<file path="config.mk">
export PLATFORM = sky130hd
export DESIGN_NAME = branch_unit
export DESIGN_NICKNAME = d
export VERILOG_FILES = /design/src/rtl/branch_unit_pkg.sv /design/src/rtl/branch_cmp.sv /design/src/rtl/branch_unit.sv
export SDC_FILE = /design/constraint.sdc
export NUM_CORES = 1
export LEC_CHECK = 0
export ABC_CLOCK_PERIOD_IN_PS = 6440
export CAP_MARGIN = 20
export CORE_ASPECT_RATIO = 2
export CORE_MARGIN = 2
export CORE_UTILIZATION = 52
export DETAILED_ROUTE_END_ITERATION = 8
export GPL_ROUTABILITY_DRIVEN = 0
export GPL_TIMING_DRIVEN = 0
export PLACE_DENSITY = 0.88
export SLEW_MARGIN = 40
export SYNTH_ARGS = -nofsm -noshare
export SYNTH_HDL_FRONTEND = slang
export SYNTH_SLANG_ARGS = --single-unit
</file>
<file path="constraint.sdc">
create_clock -name clk -period 6.44 [get_ports clk]
set_clock_uncertainty 0.15 [all_clocks]
set_input_delay 0.644 -clock clk [delete_from_list [all_inputs] [get_ports clk]]
set_output_delay 0.644 -clock clk [all_outputs]
set_load 0.05 [all_outputs]
</file>
<file path="src/rtl/branch_unit_pkg.sv">
// branch_unit_pkg: shared encodings for the branch unit (control-transfer kinds, branch conditions, stage states)
package branch_unit_pkg;
    localparam int XLEN_DEFAULT = 32;

    localparam logic [1:0] KIND_NONE = 2'b00;
    localparam logic [1:0] KIND_COND = 2'b01;
    localparam logic [1:0] KIND_JAL  = 2'b10;
    localparam logic [1:0] KIND_JALR = 2'b11;

    localparam logic [2:0] BRANCH_BEQ     = 3'b000;
    localparam logic [2:0] BRANCH_BNE     = 3'b001;
    localparam logic [2:0] BRANCH_UNTAKEN = 3'b010;
    localparam logic [2:0] BRANCH_BLT     = 3'b100;
    localparam logic [2:0] BRANCH_BGE     = 3'b101;
    localparam logic [2:0] BRANCH_BLTU    = 3'b110;
    localparam logic [2:0] BRANCH_BGEU    = 3'b111;

    typedef enum logic {EMPTY, FULL} state_t;
endpackage

</file>
<file path="src/rtl/branch_cmp.sv">
// branch_cmp: combinational branch condition evaluator; a keyed select on brop whose default
// (including 010/011) is not-taken.
module branch_cmp
    import branch_unit_pkg::*;
#(
    parameter int XLEN = XLEN_DEFAULT
) (
    input  logic [XLEN-1:0] data_a,
    input  logic [XLEN-1:0] data_b,
    input  logic [2:0]      brop,
    output logic            taken
);
    logic eq, lt, ltu;

    assign eq  = data_a == data_b;
    assign lt  = $signed(data_a) < $signed(data_b);
    assign ltu = data_a < data_b;

    always_comb begin
        taken = 1'b0;
        taken = brop == BRANCH_UNTAKEN ? 1'b0 :
                brop == BRANCH_BEQ     ? eq   :
                brop == BRANCH_BNE     ? !eq  :
                brop == BRANCH_BLT     ? lt   :
                brop == BRANCH_BGE     ? !lt  :
                brop == BRANCH_BLTU    ? ltu  :
                brop == BRANCH_BGEU    ? !ltu : 1'b0;
    end
endmodule

</file>
<file path="src/rtl/branch_unit.sv">
// branch_unit: registered valid/ready branch resolution with flush.
// Optional performance counters enabled by defining BRANCH_STATS_EN.
module branch_unit
    import branch_unit_pkg::*;
#(
    parameter int XLEN  = XLEN_DEFAULT,
    parameter int CNT_W = 32
) (
    input  logic            clk,
    input  logic            rst_n,
    input  logic            flush,
    input  logic            in_valid,
    output logic            in_ready,
    input  logic [1:0]      in_kind,
    input  logic [2:0]      in_brop,
    input  logic [XLEN-1:0] in_rs1,
    input  logic [XLEN-1:0] in_rs2,
    input  logic [XLEN-1:0] in_pc,
    input  logic [XLEN-1:0] in_imm,
    input  logic            in_pred_taken,
    input  logic [XLEN-1:0] in_pred_target,
    output logic            out_valid,
    input  logic            out_ready,
    output logic            out_taken,
    output logic [XLEN-1:0] out_target,
    output logic [XLEN-1:0] out_next_pc,
    output logic [XLEN-1:0] out_link,
    output logic            out_mispredict
`ifdef BRANCH_STATS_EN
    ,
    output logic [CNT_W-1:0] stat_branches,
    output logic [CNT_W-1:0] stat_mispredicts
`endif
);
    state_t          state, state_nx;
    logic            cmp_taken, taken, mispredict, accept, is_jalr;
    logic [XLEN-1:0] sum, target, link, next_pc;

    branch_cmp #(.XLEN(XLEN)) u_cmp (
        .data_a(in_rs1),
        .data_b(in_rs2),
        .brop  (in_brop),
        .taken (cmp_taken)
    );

    assign is_jalr    = in_kind == KIND_JALR;
    assign taken      = (in_kind == KIND_COND & cmp_taken) | in_kind == KIND_JAL | is_jalr;
    assign sum        = (is_jalr ? in_rs1 : in_pc) + in_imm;
    assign target     = is_jalr ? {sum[XLEN-1:1], 1'b0} : sum;
    assign link       = in_pc + XLEN'(4);
    assign next_pc    = taken ? target : link;
    assign mispredict = (taken != in_pred_taken) | (taken & in_pred_taken & target != in_pred_target);

    assign out_valid = state == FULL;
    assign in_ready  = !flush & (!out_valid | out_ready);
    assign accept    = in_valid & in_ready;

    always_comb begin
        state_nx = state;
        state_nx = flush            ? EMPTY :
                   accept           ? FULL  :
                   out_ready        ? EMPTY : state;
    end

    always_ff @(posedge clk or negedge rst_n) begin
        if (!rst_n) begin
            state          <= EMPTY;
            out_taken      <= 1'b0;
            out_target     <= '0;
            out_next_pc    <= '0;
            out_link       <= '0;
            out_mispredict <= 1'b0;
        end else begin
            state <= state_nx;
            if (accept) begin
                out_taken      <= taken;
                out_target     <= target;
                out_next_pc    <= next_pc;
                out_link       <= link;
                out_mispredict <= mispredict;
            end
        end
    end

`ifdef BRANCH_STATS_EN
    logic [1:0] kind_q;
    logic       count;

    // a result killed by flush is never counted, even if the consumer was ready
    assign count = out_valid & out_ready & !flush & kind_q != KIND_NONE;

    always_ff @(posedge clk or negedge rst_n) begin
        if (!rst_n) begin
            kind_q           <= KIND_NONE;
            stat_branches    <= '0;
            stat_mispredicts <= '0;
        end else begin
            if (accept) kind_q <= in_kind;
            if (count) stat_branches <= stat_branches + 1'b1;
            if (count & out_mispredict) stat_mispredicts <= stat_mispredicts + 1'b1;
        end
    end
`endif
endmodule

</file>
==> impl_metrics.env <==
export IMPL_synth_edff_count=0
export IMPL_drc=0
export IMPL_drt_pass1_iterations=6
export IMPL_gr_total_overflow=0
export IMPL_path_cells="clkdlybuf4s50_1 -> nand2_1 -> clkbuf_1 -> mux2_2 -> ha_1 -> buf_2 -> a21oi_1 -> o21ai_0 -> a311oi_2 -> a21oi_1 -> xnor2_1 -> o211ai_1 -> or4_1 -> or4_1 -> nor4_2 -> nor2_1"
export IMPL_ios=271
export IMPL_clkLatencyLatePin_ns=0.35
export IMPL_p_per_area_nw_per_um2=272
export IMPL_worst_r2r_cell_count=10
export IMPL_via_count=9307
export IMPL_place_inst=1469
export IMPL_p_switching_mw=1.50
export IMPL_portBuffers=270
export IMPL_seqCellArea_um2=2480
export IMPL_critical_path_top_delay_family="simple AND/OR/NAND/NOR gates"
export IMPL_clockRootBuffer="clkbuf_16"
export IMPL_slew_headroom=0.509
export IMPL_ctsResizeCount=0
export IMPL_required_ns=6.52
export IMPL_grt_pass1_wl_um=50100
export IMPL_final_layout_size_suffix_gt1_frac=0.109
export IMPL_syn_nets=1230
export IMPL_end_kind="flip-flop"
export IMPL_routed_wl_um=32700
export IMPL_cp_slowest_stage_delay_ns=0.56
export IMPL_final_min_clock_period_ns=5.78
export IMPL_fin_crit_sh=0.898
export IMPL_report_final_slew_viol_count=0
export IMPL_area_growth_pct=38.0
export IMPL_post_cts_buffers=0
export IMPL_cts_sinks=99
export IMPL_seq_area_frac_synth=0.285
export IMPL_path_buf_inv=3
export IMPL_max_cap_violations=0
export IMPL_nets=1512
export IMPL_clockBufferDepth=2
export IMPL_synth_common_cells="111 x nand2_1, 99 x dfrtp_1, 81 x o21ai_0, 78 x mux2_2, 64 x ha_1"
export IMPL_dp_hpwl_um=27200
export IMPL_die_h_um=187
export IMPL_max_vdd_ir_drop_v=0.000169
export IMPL_yosysUniqueCellTypes=82
export IMPL_synth_top_cell_area_share=0.285
export IMPL_netlist_area_um2=8690
export IMPL_nFillCells=1250
export IMPL_num_rows=66
export IMPL_seqPwrFrac=0.267
export IMPL_avgSynthCellArea_um2=8.74
export IMPL_grt_util_all_layers=0.370
export IMPL_power_leakage_nw=5.12
export IMPL_multi_input_area_um2=5830
export IMPL_die_w_um=95.4
export IMPL_ys_top_cells_by_area="dfrtp_1 29%, mux2_2 10%, ha_1 9.2%, nand2_1 4.8%, o21ai_0 4.7%"
export IMPL_yosysMostFrequentCell="nand2_1"
export IMPL_status="finished, final reports clean"
export IMPL_cp_max_fo=10
export IMPL_start_util=0.531
export IMPL_dieArea_um2=17800
export IMPL_criticalPathCategory="in -> reg"
export IMPL_core_area_um2=16400
export IMPL_async_reset_ff_frac=1.00
export IMPL_routed_via_density=6.26
export IMPL_ctsHtreeMaxLevel=3
export IMPL_grt_max_degree=59
export IMPL_p_int_mw=1.76
export IMPL_finalSetupViolCount=0
export IMPL_finalSetupTns_ns=0
export IMPL_wire_per_inst_um=22.0
export IMPL_clockPowerShare=0.170
export IMPL_hold_viol_final=0
export IMPL_cpMaxStageDelayCell="clkbuf_1"
export IMPL_start_kind="input pin"
export IMPL_rsz0062_at_grt="no"
export IMPL_clk_pin_slew_ns=0.07
export IMPL_hold_buffers=0
export IMPL_grt_pass1_vias=9574
export IMPL_max_freq_mhz=173
export IMPL_yosysWarnings=0
export IMPL_synth_seq_cells=99
export IMPL_antenna_found_initial=2
export IMPL_arrival_ns=5.86
export IMPL_combPwrFrac=0.562
export IMPL_crit_cells=16
export IMPL_max_slew_worst_pin_slew_ns=0.737
export IMPL_final_antenna_net_count=0
export IMPL_drt_initial_drc_count=574
export IMPL_hp_class="in -> async"
export IMPL_cts_tree="built"
export IMPL_synth_main_ff_cell="dfrtp_1"
export IMPL_syn_inst=994
export IMPL_power_switching_share=0.460
export IMPL_cts_buffers=9
export IMPL_yosysTopAreaCell="dfrtp_1"
export IMPL_finalNonFillerCells=1487
power by group through the flow:
stage / sequential [mW] / clock, mW / combinational, mW
after floorplan: 1.38 / 0 / 0.606
after global placement: 0.867 / 0 / 1.76
after detailed placement: 0.876 / 0 / 1.80
after CTS: 0.866 / 0.552 / 1.81
after global routing: 0.882 / 0.571 / 1.93
final: 0.870 / 0.555 / 1.83
through the flow:
| step | utilization | hold slack (ns) | area [um2] | worst slack (ns) | power, mW |
|---|---|---|---|---|---|
| after global routing | 0.733 | 0.0510 | 12000 | 0.382 | 3.38 |
| after detailed placement | 0.714 | 0.322 | 11700 | 0.429 | 2.67 |
| after floorplan | - | 0.198 | 8690 | 1.90 | 1.99 |
| after global placement | 0.712 | 0.312 | 11600 | 0.486 | 2.63 |
| after CTS | 0.733 | 0.0341 | 12000 | 0.778 | 3.23 |
| final | 0.733 | 0.0146 | 12000 | 0.660 | 3.26 |
per-layer routing:
| metal | global-route usage | wire (um) | vias up |
|---|---|---|---|
| met5 | 0 | 0 | - |
| li1 | - | - | 4170 |
| met1 | 0.383 | 10400 | 4398 |
| met3 | 0.0479 | 2190 | 200 |
| met2 | 0.639 | 16800 | 539 |
| met4 | 0.308 | 3280 | 0 |
final timing paths:
check / startpoint / to / slack, ns
worst max register to register: out_valid / out_mispredict / 3.57
worst min register to register: out_link[2] / out_link[2] / 0.33
worst max-delay path: in_kind[0] / out_mispredict / 0.66
worst min-delay path: rst_n / out_link[4] / 0.01
max in group asynchronous: rst_n / out_next_pc[29] / 5.52
min in group clk: out_link[2] / out_link[2] / 0.33
placed cells by master (no fill, tap or decap), drive strengths merged, types with 15 or more instances in the layout:
master / count
buf: 23
clkdlybuf4s50: 269
mux2: 79
nand2: 113
nand4: 24
a21oi: 54
nand3: 35
nor2: 57
xnor2: 39
dfrtp: 99
xor2: 41
ha: 64
inv: 47
nor3: 15
clkbuf: 33
mux2i: 16
o21ai: 88
layout make-up:
| class | instances | area share |
|---|---|---|
| diodes | 2 | 0.000417 |
| plain buffers | 44 | 0.0173 |
| clock buffers | 10 | 0.0199 |
| clock inverters | 6 | 0.00543 |
| inverters | 47 | 0.0147 |
| multi-input cells | 804 | 0.486 |
| flip-flops and latches | 99 | 0.207 |
| well taps | 204 | 0.0213 |
| repair buffers | 271 | 0.228 |
registers in the layout (all words and copies together) (netlist names):
signal          count
out_target         32
out_taken           1
out_mispredict      1
out_link           32
out_valid           1
out_next_pc        32
logic make-up (layout without fill, tap and decap cells):
family          after synthesis  count (layout)  share of synthesized area
flops                        99              99                      0.285
other cells                   0               2                          0
simple gates                319             319                      0.182
mux                          95              95                      0.121
buf+inv                      91             378                     0.0442
fa+ha+maj                    65              65                     0.0945
compound gates              239             239                      0.176
xor+xnor                     86              86                     0.0972
Power figures use the tool's default switching activity.
